<file path="src/rtl/pool2d_multichannel.sv">
// Multi-channel 2-D pooling engine: loads a CHANNELS x IMG_H x IMG_W signed frame into RAM,
// pools each channel (max or average), and serves the results on a registered read port.
module pool2d_multichannel #(
  parameter int INT_W    = 10,
  parameter int FRAC_W   = 10,
  parameter int IMG_W    = 4,
  parameter int IMG_H    = 4,
  parameter int CHANNELS = 1,
  parameter int POOL_W   = 2,
  parameter int POOL_H   = 2,
  parameter int STRIDE   = 2,
  parameter int MODE     = 0,
  localparam int DW      = INT_W + FRAC_W,
  localparam int OUT_W   = (IMG_W - POOL_W) / STRIDE + 1,
  localparam int OUT_H   = (IMG_H - POOL_H) / STRIDE + 1,
  localparam int N_OUT   = CHANNELS * OUT_H * OUT_W,
  localparam int RAW     = (N_OUT > 1) ? $clog2(N_OUT) : 1
) (
  input  logic                 clk,
  input  logic                 reset,
  input  logic                 in_valid,
  input  logic signed [DW-1:0] in_data,
  output logic                 in_ready,
  input  logic [RAW-1:0]       rd_addr,
  output logic signed [DW-1:0] rd_data,
  output logic                 busy,
  output logic                 done
);

  localparam int N_IN = CHANNELS * IMG_H * IMG_W;
  localparam int IAW  = (N_IN > 1) ? $clog2(N_IN) : 1;
  localparam int SH   = $clog2(POOL_W * POOL_H);
  localparam int ACCW = DW + SH;

  typedef enum logic [2:0] {S_LOAD, S_ISSUE, S_ACC, S_WRITE, S_FINISH} state_t;

  state_t                 state_q;
  int                     ld_q, c_q, oy_q, ox_q, ky_q, kx_q;
  logic                   in_ready_q, busy_q, done_q;
  logic signed [DW-1:0]   rd_data_q;
  logic signed [DW-1:0]   elem_q;
  logic signed [ACCW-1:0] acc_q, acc_d;
  logic [IAW-1:0]         in_addr_d;
  logic [RAW-1:0]         out_addr_d;
  logic                   accept;

  logic signed [DW-1:0] in_mem  [0:(1<<IAW)-1];
  logic signed [DW-1:0] out_mem [0:(1<<RAW)-1];

  function automatic logic signed [ACCW-1:0] widen(input logic signed [DW-1:0] x);
    return ACCW'(x);
  endfunction

  function automatic logic signed [ACCW-1:0] pool_step(input logic signed [ACCW-1:0] acc,
                                                       input logic signed [DW-1:0]   x,
                                                       input logic                   first);
    logic signed [ACCW-1:0] xw;
    xw = widen(x);
    if (first)     return xw;
    if (MODE == 1) return acc + xw;
    return (xw > acc) ? xw : acc;
  endfunction

  // Average divides by the power-of-two window size: floor toward -inf, wrap instead of saturating.
  function automatic logic signed [DW-1:0] finalize(input logic signed [ACCW-1:0] acc);
    logic signed [ACCW-1:0] sh;
    if (MODE == 1) sh = acc >>> SH;
    else           sh = acc;
    return $signed(sh[DW-1:0]);
  endfunction

  always_comb begin
    accept     = in_valid & in_ready_q;
    in_addr_d  = IAW'(c_q * IMG_H * IMG_W + (oy_q * STRIDE + ky_q) * IMG_W + ox_q * STRIDE + kx_q);
    out_addr_d = RAW'(c_q * OUT_H * OUT_W + oy_q * OUT_W + ox_q);
    acc_d      = pool_step(acc_q, elem_q, (kx_q == 0) && (ky_q == 0));
  end

  // Datapath storage: no reset, contents are only meaningful once written.
  always_ff @(posedge clk) begin
    if (state_q == S_LOAD && accept) in_mem[IAW'(ld_q)] <= in_data;
    if (state_q == S_ISSUE)          elem_q <= in_mem[in_addr_d];
    if (state_q == S_ACC)            acc_q <= acc_d;
    if (state_q == S_WRITE)          out_mem[out_addr_d] <= finalize(acc_q);
  end

  always_ff @(posedge clk or posedge reset) begin
    if (reset) begin
      state_q    <= S_LOAD;
      ld_q       <= 0;
      c_q        <= 0;
      oy_q       <= 0;
      ox_q       <= 0;
      ky_q       <= 0;
      kx_q       <= 0;
      in_ready_q <= 1'b1;
      busy_q     <= 1'b0;
      done_q     <= 1'b0;
      rd_data_q  <= '0;
    end else begin
      if (done_q) rd_data_q <= out_mem[rd_addr];
      case (state_q)
        S_LOAD: begin
          if (accept) begin
            done_q <= 1'b0;
            if (ld_q == N_IN - 1) begin
              ld_q       <= 0;
              in_ready_q <= 1'b0;
              busy_q     <= 1'b1;
              c_q        <= 0;
              oy_q       <= 0;
              ox_q       <= 0;
              ky_q       <= 0;
              kx_q       <= 0;
              state_q    <= S_ISSUE;
            end else begin
              ld_q <= ld_q + 1;
            end
          end
        end
        S_ISSUE: state_q <= S_ACC;
        S_ACC: begin
          if (kx_q == POOL_W - 1) begin
            kx_q <= 0;
            if (ky_q == POOL_H - 1) begin
              ky_q    <= 0;
              state_q <= S_WRITE;
            end else begin
              ky_q    <= ky_q + 1;
              state_q <= S_ISSUE;
            end
          end else begin
            kx_q    <= kx_q + 1;
            state_q <= S_ISSUE;
          end
        end
        S_WRITE: begin
          state_q <= S_ISSUE;
          if (ox_q == OUT_W - 1) begin
            ox_q <= 0;
            if (oy_q == OUT_H - 1) begin
              oy_q <= 0;
              if (c_q == CHANNELS - 1) begin
                c_q     <= 0;
                state_q <= S_FINISH;
              end else begin
                c_q <= c_q + 1;
              end
            end else begin
              oy_q <= oy_q + 1;
            end
          end else begin
            ox_q <= ox_q + 1;
          end
        end
        S_FINISH: begin
          busy_q     <= 1'b0;
          done_q     <= 1'b1;
          in_ready_q <= 1'b1;
          ld_q       <= 0;
          state_q    <= S_LOAD;
        end
        default: state_q <= S_LOAD;
      endcase
    end
  end

  assign in_ready = in_ready_q;
  assign busy     = busy_q;
  assign done     = done_q;
  assign rd_data  = rd_data_q;

endmodule

</file>
<file path="config.mk">
export PLATFORM = sky130hd
export DESIGN_NAME = pool2d_multichannel
export DESIGN_NICKNAME = d
export VERILOG_FILES = /design/src/rtl/pool2d_multichannel.sv
export SDC_FILE = /design/constraint.sdc
export NUM_CORES = 1
export LEC_CHECK = 0
export ABC_AREA = 1
export CELL_PAD_IN_SITES_DETAIL_PLACEMENT = 0
export CELL_PAD_IN_SITES_GLOBAL_PLACEMENT = 2
export CORE_ASPECT_RATIO = 0.5
export CORE_MARGIN = 2
export CORE_UTILIZATION = 40
export DETAILED_ROUTE_END_ITERATION = 12
export GPL_TIMING_DRIVEN = 0
export HOLD_SLACK_MARGIN = 0.03
export PLACE_DENSITY_LB_ADDON = 0.1
export SKIP_LAST_GASP = 1
export SLEW_MARGIN = 20
export SYNTH_ARGS = -nofsm -noshare
export SYNTH_HDL_FRONTEND = slang
export SYNTH_SLANG_ARGS = --single-unit
</file>
<file path="constraint.sdc">
create_clock -name clk -period 7.2 [get_ports clk]
set_input_delay 0.72 -clock clk [delete_from_list [all_inputs] [get_ports clk]]
set_output_delay 0.72 -clock clk [all_outputs]
set_load 0.03 [all_outputs]
</file>
==> impl_metrics.env <==
export IMPL_synth_compound_area_share_pct=7.77
export IMPL_clock_fmax_ghz=0.294
export IMPL_synth_top_cell_by_area="edfxtp_1"
export IMPL_start_util_pct=40.7
export IMPL_cp_arrival_ns=3.77
export IMPL_hp_class="reg2reg"
export IMPL_drtAntennaViolNets=0
export IMPL_synthFlopType="edfxtp_1"
export IMPL_syn_nets=3508
export IMPL_grt_max_degree=92
export IMPL_first_pass_iters=5
export IMPL_worst_slack_ns=3.80
export IMPL_synth_top_family_by_area="simple AND/OR/NAND/NOR gates"
export IMPL_cts_resized=0
export IMPL_relSlewSlack_pct=38.1
export IMPL_max_stage_delay_ns=0.82
export IMPL_report_final_hold_viol_count=0
export IMPL_cp_start_kind="register"
export IMPL_worstMarginPinSlew_ns=0.921
export IMPL_port_buffer_count=46
export IMPL_crit_chain="ha_1, clkbuf_1, clkbuf_1, o32ai_1, nand2_1, nand3_1, o21a_1"
export IMPL_synth_xor_area_share_pct=2.59
export IMPL_netlist_top_cells_area="edfxtp_1 42%, dfrtp_1 17%, nand2_1 8.5%, nor2_1 7.9%, nand3_1 3.7%"
export IMPL_dp_cells=4544
export IMPL_worst_setup_path_type="reg2reg"
export IMPL_fin_tns_setup_ns=0
export IMPL_area_growth_pct=13.3
export IMPL_diodes=0
export IMPL_wl_per_cell_um=19.8
export IMPL_syn_area_per_cell_um2=9.21
export IMPL_hold_buffers=0
export IMPL_async_flop_share_pct=33.1
export IMPL_seq_area_frac_synth_pct=58.8
export IMPL_finalSetupViolCount=0
export IMPL_cp_required_ns=7.57
export IMPL_stdcell_count=4662
export IMPL_synthSimpleGateAreaFrac_pct=24.2
export IMPL_avgViaCountPerCell=5.18
export IMPL_die_y_um=203
export IMPL_fill_cells=7491
export IMPL_antenna_found_initial=1
export IMPL_cts_tree="done"
export IMPL_crit_path_frequent_cell="clkbuf_1"
export IMPL_rsz0062_at_grt="false"
export IMPL_period_needed_ns=3.40
export IMPL_use_met1_pct=31.3
export IMPL_htreeDepth=3
export IMPL_p_per_area_nw_per_um2=416
export IMPL_totalWireLength_um=92100
export IMPL_status="completed"
export IMPL_drc=0
export IMPL_yosysWarnings=0
export IMPL_use_met3_pct=3.69
export IMPL_cts_root_buffer="clkbuf_16"
export IMPL_dpl_worst_slack_ns=3.73
export IMPL_drive_above_1_share_pct=5.76
export IMPL_die_area_um2=81700
export IMPL_synthAdderAreaFrac_pct=1.56
export IMPL_clockBufferDepth=3
export IMPL_fin_skew_ns=0.0283
export IMPL_crit_slowest_cell="ha_1"
export IMPL_timing_final_crit_share_pct=47.2
export IMPL_grt_remaining_overflow=0
export IMPL_endpoint_kind="register"
export IMPL_use_met2_pct=37.6
export IMPL_dr_first_iter_drc_count=1695
export IMPL_core_area_um2=77900
export IMPL_io_pins=48
export IMPL_placed_area_um2=33900
export IMPL_syn_inst=3444
export IMPL_die_w_um=402
export IMPL_gp_congestion=0.864
export IMPL_p_leak_nw=13.6
export IMPL_synth_edf_count=440
export IMPL_numCtsBuffers=66
export IMPL_final_cell_area_um2=36000
export IMPL_clock_latency_ns=0.66
export IMPL_rows=72
export IMPL_synth_seq_cells=658
export IMPL_synth_top_area_share_pct=41.6
export IMPL_synth_mux_area_fraction_pct=0
export IMPL_place_hpwl_um=65000
export IMPL_irDropWorstVdd_uv=290
export IMPL_vias=24200
export IMPL_synth_cell_types=46
export IMPL_numClockSinks=658
export IMPL_synth_area_um2=31700
export IMPL_cts_setup_buffers=0
export IMPL_cp_max_fo=10
export IMPL_gr_usage_all_layers_pct=22.8
export IMPL_top_usage_layer="met2"
export IMPL_finalMaxSlewViolations=0
export IMPL_hold_ws_ns=0.446
export IMPL_grt_pass1_vias=24100
export IMPL_clk_pin_slew_ns=0.06
export IMPL_grt_pass1_wl_um=143000
export IMPL_cap_violations=0
export IMPL_nets=3640
[kinds of logic (layout without fill, tap and decap cells)]
family	Yosys count	after routing
AOI/OAI and AO/OA	405	405
DFF	658	658
xor gates and xnor gates	94	94
adders and majority gates	39	39
and+or+nand+nor	1841	1841
buffers and inverters	407	589
[worst max-delay path, delay by kind of cell, from the launching register on]
family	cells	cell delay [ns]
buf+inv	2	1.06
fa+ha+maj	1	0.82
flops	1	0.54
compound gates	2	0.43
simple gates	2	0.25
[per-layer routing]
| metal | vias to the layer above | share of wire (%) |
|---|---|---|
| li1 | 11900 | - |
| met1 | 11600 | 47 |
| met2 | 508 | 47 |
| met3 | 113 | 4.6 |
| met4 | 0 | 2.2 |
| met5 | - | 0 |
[registers in the layout (all words and copies together) (netlist names), 32 cells and up]
signal	cells
ky_q	32
kx_q	32
c_q	32
oy_q	32
out_mem	80
ld_q	32
ox_q	32
in_mem	320
[cell usage in the layout (no fill, tap or decap), drive strengths merged, types with 3 or more instances in the layout]
cell type,synthesis,final
dfrtp,217,217
bufinv,0,3
nand4,64,64
nand3b,5,5
o32ai,81,81
a21oi,20,20
nor2,679,679
nor4,6,6
xor2,81,81
nand2,723,723
clkbuf,84,171
inv,273,276
nor3b,7,7
o22ai,34,34
clkdlybuf4s50,0,46
nand3,235,235
buf,49,67
clkinv,1,24
a31oi,20,20
o21ai,224,224
o21a,21,21
nor3,117,117
ha,38,38
edfxtp,440,440
xnor2,13,13
[worst paths after layout]
check,start,end,slack [ns],cells after the start
worst max-delay path,ox_q[0]$_DFFE_PP0P_,elem_q[0]$_DFFE_PN_,3.80,7
worst min-delay path,elem_q[10]$_DFFE_PN_,acc_q[10]$_DFFE_PP_,0.45,0
worst max register to register,ox_q[0]$_DFFE_PP0P_,elem_q[0]$_DFFE_PN_,3.80,7
worst min register to register,elem_q[10]$_DFFE_PN_,acc_q[10]$_DFFE_PP_,0.45,0
max in group asynchronous,reset,ox_q[19]$_DFFE_PP0P_,5.79,3
min in group asynchronous,reset,c_q[27]$_DFFE_PP0P_,0.49,2
[stage by stage]
step / utilization (%) / power [mW]
2_1_floorplan: - / 9.00
3_3_place_gp: 43.0 / 11.5
3_5_place_dp: 43.5 / 11.6
4_1_cts: 46.2 / 15.1
5_1_grt: 46.2 / 15.9
6_report: 46.2 / 15.0
[synth_stat cells (all sizes together) (20+ instances only)]
cell type    n
ha          38
o21a        21
o21ai      224
buf         49
xor2        81
edfxtp     440
o22ai       34
dfrtp      217
o32ai       81
a21oi       20
nand4       64
inv        273
a31oi       20
nor3       117
nor2       679
nand2      723
clkbuf      84
nand3      235
[power by group]
part	switching, mW	total, mW	leakage (nW)	internal (mW)
sequential	0.409	5.16	6.71	4.75
combinational	4.54	6.35	5.90	1.82
clock	1.57	3.45	1.02	1.88
[final cells by class]
type                            instances  area, µm²  area share, %
Sequential cell                       658      18700           51.9
Multi-Input combinational cell       2379      11600           32.3
Clock buffer                           87       1780           4.95
Tap cell                             1036       1300           3.60
Inverter                              274       1040           2.88
Timing Repair Buffer                   64        686           1.91
Buffer                                133        568           1.58
Clock inverter                         31        319          0.887
No activity file was read; power rests on OpenSTA's default activity.
